--- src/rtl/instr_fetch_buffer.sv ---
`default_nettype none
// ============================================================================
// Module   : instr_fetch_buffer
// Brief    : Issues PC-unit fetch addresses to instruction memory and buffers
//            the in-order responses, tagged with their PC, for decode.
//            Optional macro FETCH_BYPASS_EN: zero-latency rvalid->decode path.
// Revision : 1.0 - initial release
// ============================================================================
module instr_fetch_buffer #(
  parameter int PC_WIDTH    = 32,
  parameter int INSTR_WIDTH = 32,
  parameter int DEPTH       = 4
) (
  input  logic                   clk,
  input  logic                   rst_n,
  input  logic [PC_WIDTH-1:0]    pc_i,
  input  logic                   pc_valid_i,
  output logic                   pc_ready_o,
  input  logic                   flush_i,
  output logic                   imem_req_o,
  output logic [PC_WIDTH-1:0]    imem_addr_o,
  input  logic                   imem_gnt_i,
  input  logic                   imem_rvalid_i,
  input  logic [INSTR_WIDTH-1:0] imem_rdata_i,
  output logic                   instr_valid_o,
  output logic [INSTR_WIDTH-1:0] instr_o,
  output logic [PC_WIDTH-1:0]    instr_pc_o,
  input  logic                   instr_ready_i
);

  localparam int             C_PTR_W = $clog2(DEPTH);
  localparam int             C_CNT_W = C_PTR_W + 1;
  localparam logic [C_CNT_W:0] C_DEPTH = (C_CNT_W + 1)'(DEPTH);

  // Entry storage and PC tags of requests awaiting their response
  logic [INSTR_WIDTH-1:0] fifo_data_q [DEPTH];
  logic [PC_WIDTH-1:0]    fifo_pc_q   [DEPTH];
  logic [PC_WIDTH-1:0]    tag_q       [DEPTH];

  logic [C_PTR_W-1:0] wr_ptr_q, wr_ptr_d;
  logic [C_PTR_W-1:0] rd_ptr_q, rd_ptr_d;
  logic [C_PTR_W-1:0] tag_wr_q, tag_wr_d;
  logic [C_PTR_W-1:0] tag_rd_q, tag_rd_d;
  logic [C_CNT_W-1:0] count_q, count_d;
  logic [C_CNT_W-1:0] outst_q, outst_d;
  logic [C_CNT_W-1:0] disc_q, disc_d;

  logic w_credit;
  logic w_req;
  logic w_issue;
  logic w_rsp;
  logic w_keep;
  logic w_empty;
  logic w_byp;
  logic w_wr;
  logic w_pop;

  // Outstanding includes stale responses, so credit stays correct across a flush
  assign w_credit = ({1'b0, count_q} + {1'b0, outst_q}) < C_DEPTH;
  assign w_req    = pc_valid_i & w_credit & ~flush_i;
  assign w_issue  = w_req & imem_gnt_i;
  assign w_rsp    = imem_rvalid_i & (outst_q != '0);
  assign w_keep   = w_rsp & ~flush_i & (disc_q == '0);
  assign w_empty  = (count_q == '0);

  assign imem_req_o  = w_req;
  assign imem_addr_o = pc_i;
  assign pc_ready_o  = w_issue;

`ifdef FETCH_BYPASS_EN
  assign w_byp = w_empty & w_keep;
  assign w_wr  = w_keep & ~(w_byp & instr_ready_i);
`else
  assign w_byp = 1'b0;
  assign w_wr  = w_keep;
`endif

  assign w_pop = ~w_empty & instr_ready_i & ~flush_i;

  always_comb begin
    instr_valid_o = ~w_empty;
    instr_o       = fifo_data_q[rd_ptr_q];
    instr_pc_o    = fifo_pc_q[rd_ptr_q];
    if (w_byp) begin
      instr_valid_o = 1'b1;
      instr_o       = imem_rdata_i;
      instr_pc_o    = tag_q[tag_rd_q];
    end
  end

  always_comb begin
    wr_ptr_d = wr_ptr_q;
    rd_ptr_d = rd_ptr_q;
    tag_wr_d = tag_wr_q;
    tag_rd_d = tag_rd_q;
    count_d  = count_q;
    outst_d  = outst_q;
    disc_d   = disc_q;
    if (flush_i) begin
      // Tags of in-flight requests are dropped; those responses are counted as stale
      wr_ptr_d = '0;
      rd_ptr_d = '0;
      count_d  = '0;
      tag_rd_d = tag_wr_q;
      outst_d  = outst_q - C_CNT_W'(w_rsp);
      disc_d   = outst_q - C_CNT_W'(w_rsp);
    end else begin
      if (w_wr)    wr_ptr_d = wr_ptr_q + 1'b1;
      if (w_pop)   rd_ptr_d = rd_ptr_q + 1'b1;
      if (w_issue) tag_wr_d = tag_wr_q + 1'b1;
      if (w_keep)  tag_rd_d = tag_rd_q + 1'b1;
      if (w_rsp && (disc_q != '0)) disc_d = disc_q - 1'b1;
      count_d = count_q + C_CNT_W'(w_wr) - C_CNT_W'(w_pop);
      outst_d = outst_q + C_CNT_W'(w_issue) - C_CNT_W'(w_rsp);
    end
  end

  always_ff @(posedge clk or negedge rst_n) begin
    if (!rst_n) begin
      wr_ptr_q <= '0;
      rd_ptr_q <= '0;
      tag_wr_q <= '0;
      tag_rd_q <= '0;
      count_q  <= '0;
      outst_q  <= '0;
      disc_q   <= '0;
    end else begin
      wr_ptr_q <= wr_ptr_d;
      rd_ptr_q <= rd_ptr_d;
      tag_wr_q <= tag_wr_d;
      tag_rd_q <= tag_rd_d;
      count_q  <= count_d;
      outst_q  <= outst_d;
      disc_q   <= disc_d;
    end
  end

  always_ff @(posedge clk or negedge rst_n) begin
    if (!rst_n) begin
      for (int i = 0; i < DEPTH; i++) begin
        fifo_data_q[i] <= '0;
        fifo_pc_q[i]   <= '0;
        tag_q[i]       <= '0;
      end
    end else begin
      if (w_wr) begin
        fifo_data_q[wr_ptr_q] <= imem_rdata_i;
        fifo_pc_q[wr_ptr_q]   <= tag_q[tag_rd_q];
      end
      if (w_issue) tag_q[tag_wr_q] <= pc_i;
    end
  end

`ifndef SYNTHESIS
  a_rvalid_without_request : assert property (
    @(posedge clk) disable iff (!rst_n) !(imem_rvalid_i && (outst_q == '0)));
`endif

endmodule
`default_nettype wire

--- config.mk ---
export PLATFORM = sky130hd
export DESIGN_NAME = instr_fetch_buffer
export DESIGN_NICKNAME = d
export VERILOG_FILES = /design/src/rtl/instr_fetch_buffer.sv
export SDC_FILE = /design/constraint.sdc
export NUM_CORES = 1
export LEC_CHECK = 0
export CELL_PAD_IN_SITES_DETAIL_PLACEMENT = 2
export CELL_PAD_IN_SITES_GLOBAL_PLACEMENT = 2
export CORE_MARGIN = 5
export CORE_UTILIZATION = 46
export DETAILED_ROUTE_END_ITERATION = 16
export PLACE_DENSITY_LB_ADDON = 0.12
export SLEW_MARGIN = 10
export SYNTH_ARGS = -nofsm -noshare
export SYNTH_HDL_FRONTEND = slang
export SYNTH_SLANG_ARGS = --single-unit
--- constraint.sdc ---
create_clock -name clk -period 6.2 [get_ports clk]
set_input_delay 0.93 -clock clk [delete_from_list [all_inputs] [get_ports clk]]
set_output_delay 0.93 -clock clk [all_outputs]
set_load 0.01 [all_outputs]
# ---- Yosys cells after proc, flatten, opt, wreduce, memory -nomap -nowiden
# Cells that the tools add are included.
dict set report word_totals {
  regBits 401
  in_bits 71
  out_inout_bits 99
  elab_cells 88
}
dict set report classes {
  add_sub_neg 11
  n_lt_le_gt_ge 7
  mux 26
  bitwise 14
  n_reduce_logical 11
}
# cell n
set op_table {}
lappend op_table {{128-bit bitwise mux} 3}
lappend op_table {{32-bit 2-to-1 mux} 8}
lappend op_table {{32-bit binary-select mux with 2-bit select} 3}
lappend op_table {{32-bit demux with 2-bit select} 2}
lappend op_table {{3-bit greater-or-equal comparator (second input constant)} 4}
lappend op_table {{2-bit 2-to-1 mux} 6}
lappend op_table {{3-bit 2-to-1 mux} 4}
lappend op_table {{2-bit NOT with 3-bit output} 4}
lappend op_table {{3-bit by 1-bit subtractor with 3-bit output} 3}
lappend op_table {{2-bit by 1-bit adder with 2-bit output (second input constant)} 4}
lappend op_table {{1-bit bitwise AND} 8}
lappend op_table {{3-bit by 1-bit adder with 3-bit output} 2}
lappend op_table {{3-bit logical NOT} 2}
lappend op_table {{3-bit by 1-bit less-than comparator with 1-bit output (second input constant)} 2}
lappend op_table {{2-bit nonzero test} 3}
lappend op_table {{3-bit nonzero test} 2}
lappend op_table {{3-bit by 3-bit adder with 4-bit output} 1}
lappend op_table {{4-bit by 3-bit less-than comparator with 1-bit output (second input constant)} 1}
lappend op_table {{1-bit logical AND} 3}
lappend op_table {{3-bit by 1-bit subtractor with 3-bit output (second input constant)} 1}
lappend op_table {{1-bit NOT} 2}
lappend op_table {{2-bit AND reduction} 1}

# ---- Longest topological paths before layout
dict set report depth {
  depth_word 8
  depth_mapped 13
  mapped_depth_nobuf 12
}

# ---- Least setup slack after synthesis
# Ideal clock, no wire load.
dict set report synth_path {
  path_kind {input port to flip-flop}
  start {input port pc_valid_i}
  end {register outst_q[2]}
  setup_time_ps 131
  t_arrival_ps 2910
  required_time_ps 6069
  setup_slack_ps 3160
  cell_stages 7
  path_buffers 0
  path_cell_list {or4b_4 -> nor4b_4 -> ha_1 -> fa_1 -> xor2_1 -> o21ai_0 -> xor2_1}
}
dict set report synth_via {
  elab_chain_len 6
}
# item line_no
set synth_lines {}
lappend synth_lines {{start, declared} 17} ;# input logic pc_valid_i,
lappend synth_lines {{1-bit bitwise AND (2 in series)} 60} ;# assign w_req = pc_valid_i & w_credit & ~flush_i;
lappend synth_lines {{1-bit bitwise AND} 61} ;# assign w_issue = w_req & imem_gnt_i;
lappend synth_lines {{net pc_ready_o} 18} ;# output logic pc_ready_o,
lappend synth_lines {{3-bit by 1-bit adder with 3-bit output} 114} ;# outst_d = outst_q + C_CNT_W'(w_issue) - C_CNT_W'(w_rsp);
lappend synth_lines {{3-bit by 1-bit subtractor with 3-bit output} 114}
lappend synth_lines {{3-bit 2-to-1 mux} 99} ;# if (flush_i) begin
lappend synth_lines {{net outst_d[2]} 45} ;# logic [C_CNT_W-1:0] outst_q, outst_d;
lappend synth_lines {{end signal, assigned} 133} ;# outst_q <= outst_d;
lappend synth_lines {{end, declared} 45}
# The timed path passes the listed nets, and every way through them passes these cells.
# A chain may end at the register's enable or synchronous reset.

# ---- Worst setup path in the final report
dict set report layout_path {
  start {input port pc_valid_i}
  end {output port pc_ready_o}
}
dict set report layout_via {
  elab_chain_len 3
}
# item line_no
set layout_lines {}
lappend layout_lines {{1-bit bitwise AND (2 in series)} 60}
lappend layout_lines {{1-bit bitwise AND} 61}
lappend layout_lines {{end, declared} 18}
# No other way between the ends.

==> flow_summary_export.csv <==
group,metric,value,unit
routing,drc_errors,0,
place,io_buffers,169,
sta,finalCritPeriodShare,68.3,%
place,gp_congestion,0.693,
floorplan,die_x,207,µm
global_route,grt_pass1_vias,11600,
sta,finalHoldViolations,0,
global_route,gr-usage-all-layers,20.6,%
pwr,power.density,448,nW/µm²
cells_and_area,multi_input_area,7240,µm²
logic_synthesis,synth_nets,1163,
pwr,irDropWorstVdd,0.224,mV
logic_synthesis,yosys.area_share.xor_xnor,0.587,%
global_route,grt_pass1_wl,70.4,mm
clock_tree,path_clk_slew,0.06,ns
routing,num_vias,9780,
critical_path,crit_type,"in -> out",
clock_tree,postCtsSetupBuffers,0,
critical_path,cp-end-kind,"output port",
floorplan,num_rows,72,
logic_synthesis,ys_top_cells_by_area,"dfrtp_1, mux2_2, mux4_2",
routing,drtIter0Drc,276,
routing,drt_wl_total,43.6,mm
clock_tree,clock-sinks,401,
logic_synthesis,synth_cell_types,32,
clock_tree,clock_insertion_delay_worst_skew,0.55,ns
logic_synthesis,avgSynthCellArea,16.7,µm²
logic_synthesis,synth-seq-cells,401,
routing,ant_nets,0,
sta,fmax,0.236,GHz
clock_tree,cts_tree,"built",
clock_tree,htree_levels,2,
floorplan,fp.coreArea,38600,µm²
cells_and_area,layout-drive-gt1-share,46.9,%
floorplan,io_pins,170,
cells_and_area,n_fill_cell,3420,
sta,setup_viol,0,
critical_path,cp.arrival,3.31,ns
sta,skew,0.00983,ns
cells_and_area,nNetsFinal,1296,
pwr,p_leak,10.0,nW
critical_path,path_delay_family,"simple AND/OR/NAND/NOR gates",
worst_hold_path,hp-class,"in -> async",
global_route,grt_antenna_before_repair,0,
critical_path,ff2ff_setup_slack,3.00,ns
sta,slew_violations,0,
cells_and_area,antenna_cells,0,
sta,slew_headroom,38.0,%
logic_synthesis,postSynthCellCount,1072,
critical_path,critPathBufInv,2,
sta,rsz0062_at_grt,"false",
sta,period_needed,4.24,ns
outcome,status,"complete, no violations",
routing,avgRoutedWirePerCell,24.8,µm
clock_tree,cts_buffer_depth,3,
logic_synthesis,muxShareOfSynthArea,36.6,%
cells_and_area,area_delta_synth_final,19.2,%
critical_path,startpoint_type,"primary input",
logic_synthesis,synth_warnings,0,
critical_path,rr_worst_depth,5,
critical_path,critPathMostFrequentCell,"clkdlybuf4s50_1",
sta,worst_pin_slew,0.931,ns
routing,via_per_inst,5.57,
logic_synthesis,syn_area,17900,µm²
floorplan,start_util,46.4,%
cells_and_area,seqCellArea,10000,µm²
critical_path,required,5.27,ns
clock_tree,cts-root-buf,"clkbuf_16",
clock_tree,post_cts_resized,0,
clock_tree,cts_hold_buf,0,
global_route,grt-ovfl-total,0,
critical_path,cp_max_fo,9,
critical_path,max_stage_delay,0.75,ns
logic_synthesis,synth_compound_area_share,0.217,%
critical_path,r2r_end,"tag_q[71]",
global_route,grt_start_max_net_pins,158,
cells_and_area,final_common_cell,"dfrtp_1",
sta,setup_tns,0,ns
critical_path,cp_slowest_cell,"nor4b_4",
cells_and_area,final_cell_mix,"dfrtp_1, mux2_2, clkdlybuf4s50_1",
logic_synthesis,yosys.area.top_type_share,56.1,%
flow_run,drv_cap,0,
clock_tree,numCtsBuffers,45,
logic_synthesis,synthAdderAreaFrac,1.48,%
logic_synthesis,synthSimpleGateAreaFrac,1.38,%
critical_path,crit_chain,"clkdlybuf4s50_1 > or4b_4 > nor4b_4 > clkdlybuf4s50_1",
routing,firstDrtPassIters,4,
logic_synthesis,yosysSeqAreaShare,56.1,%
floorplan,die_h,207,µm
critical_path,r2r-start,"outst_q[2]",
place,place_hpwl,25.9,mm
logic_synthesis,synth_top_family_by_area,"multiplexers",
floorplan,die-area,42900,µm²
logic_synthesis,synth_largest_area_cell,"dfrtp_1",
cells_and_area,fin_util,55.3,%
area by class of cell:
| cell class | instances | share of cell area (%) |
|---|---|---|
| multi-input combinational | 562 | 34.0 |
| sequential | 401 | 47.1 |
| timing repair buffer | 181 | 8.50 |
| inverter | 14 | 0.246 |
| clock buffer | 62 | 6.14 |
| tap | 518 | 3.04 |
| clock inverter | 17 | 1.02 |
synthesized netlist by cell type, drive strengths merged:
| library cell | count |
|---|---|
| dfrtp | 401 |
| mux2 | 384 |
| mux4 | 96 |
| buf | 78 |
| ha | 18 |
| clkbuf | 17 |
| inv | 14 |
| nand2 | 14 |
| nor2 | 9 |
| xnor2 | 7 |
| o21ai | 5 |
| xor2 | 5 |
| mux2i | 4 |
| and3 | 2 |
| fa | 2 |
| nand3 | 2 |
| nand3b | 2 |
| nor2b | 2 |
| or3 | 2 |
| a21oi | 1 |
| and2 | 1 |
| and4 | 1 |
| and4b | 1 |
| nor3 | 1 |
| nor4b | 1 |
| o311ai | 1 |
| or4b | 1 |
how the worst max path moves through the flow:
stage          startpoint         end  slack, ns  depth (start not counted)
2_1_floorplan  pc_valid_i  outst_q[2]       3.16                          7
3_3_place_gp   pc_valid_i  pc_ready_o       1.92                          4
3_5_place_dp   pc_valid_i  pc_ready_o       1.93                          4
4_1_cts        outst_q[2]  pc_ready_o       1.92                          4
5_1_grt        outst_q[2]  pc_ready_o       1.88                          4
6_report       pc_valid_i  pc_ready_o       1.96                          4
through the flow:
stage / instances / cell area (µm²) / power (mW) / setup WS, ns / hold WS [ns]
global placement: 1676 / 19800 / 6.72 / 1.92 / 0.481
detailed placement: 1676 / 19800 / 6.90 / 1.93 / 0.489
floorplan: 1072 / 17900 / 5.62 / 3.16 / 0.474
global route: 1755 / 21300 / 10.1 / 1.88 / 0.501
CTS: 1755 / 21300 / 9.73 / 1.92 / 0.462
finish: 1755 / 21300 / 9.56 / 1.96 / 0.442
metal layers:
layer / share of wire, % / routed length (µm) / GRT usage, % / vias to the layer above
met4: 1.7 / 753 / 5.04 / 0
met3: 2.5 / 1090 / 3.02 / 54
met2: 53 / 23300 / 37.0 / 148
met5: 0 / 0 / 0 / -
met1: 42 / 18400 / 26.6 / 5378
li1: - / - / - / 4200
state kept, by name, indices dropped and copies added, names as in the netlist:
name / flops
count_q: 3
disc_q: 3
fifo_data_q: 128
fifo_pc_q: 128
outst_q: 3
rd_ptr_q: 2
tag_q: 128
tag_rd_q: 2
tag_wr_q: 2
wr_ptr_q: 2
logic make-up after synthesis:
family,count (synthesis)
AND/OR/NAND/NOR,39
AO/OA/AOI/OAI,7
flip-flops,401
multiplexers,484
adder cells (fa/ha/maj),20
XOR/XNOR,12
buffers and inverters,109
power by group:
group | total [mW] | switching, mW | internal, mW
clock network | 2.73 | 1.05 | 1.68
logic | 3.04 | 1.27 | 1.77
registers | 3.78 | 0.446 | 3.34
total | 9.56 | 2.77 | 6.79
Power figures use the tool's default switching activity.
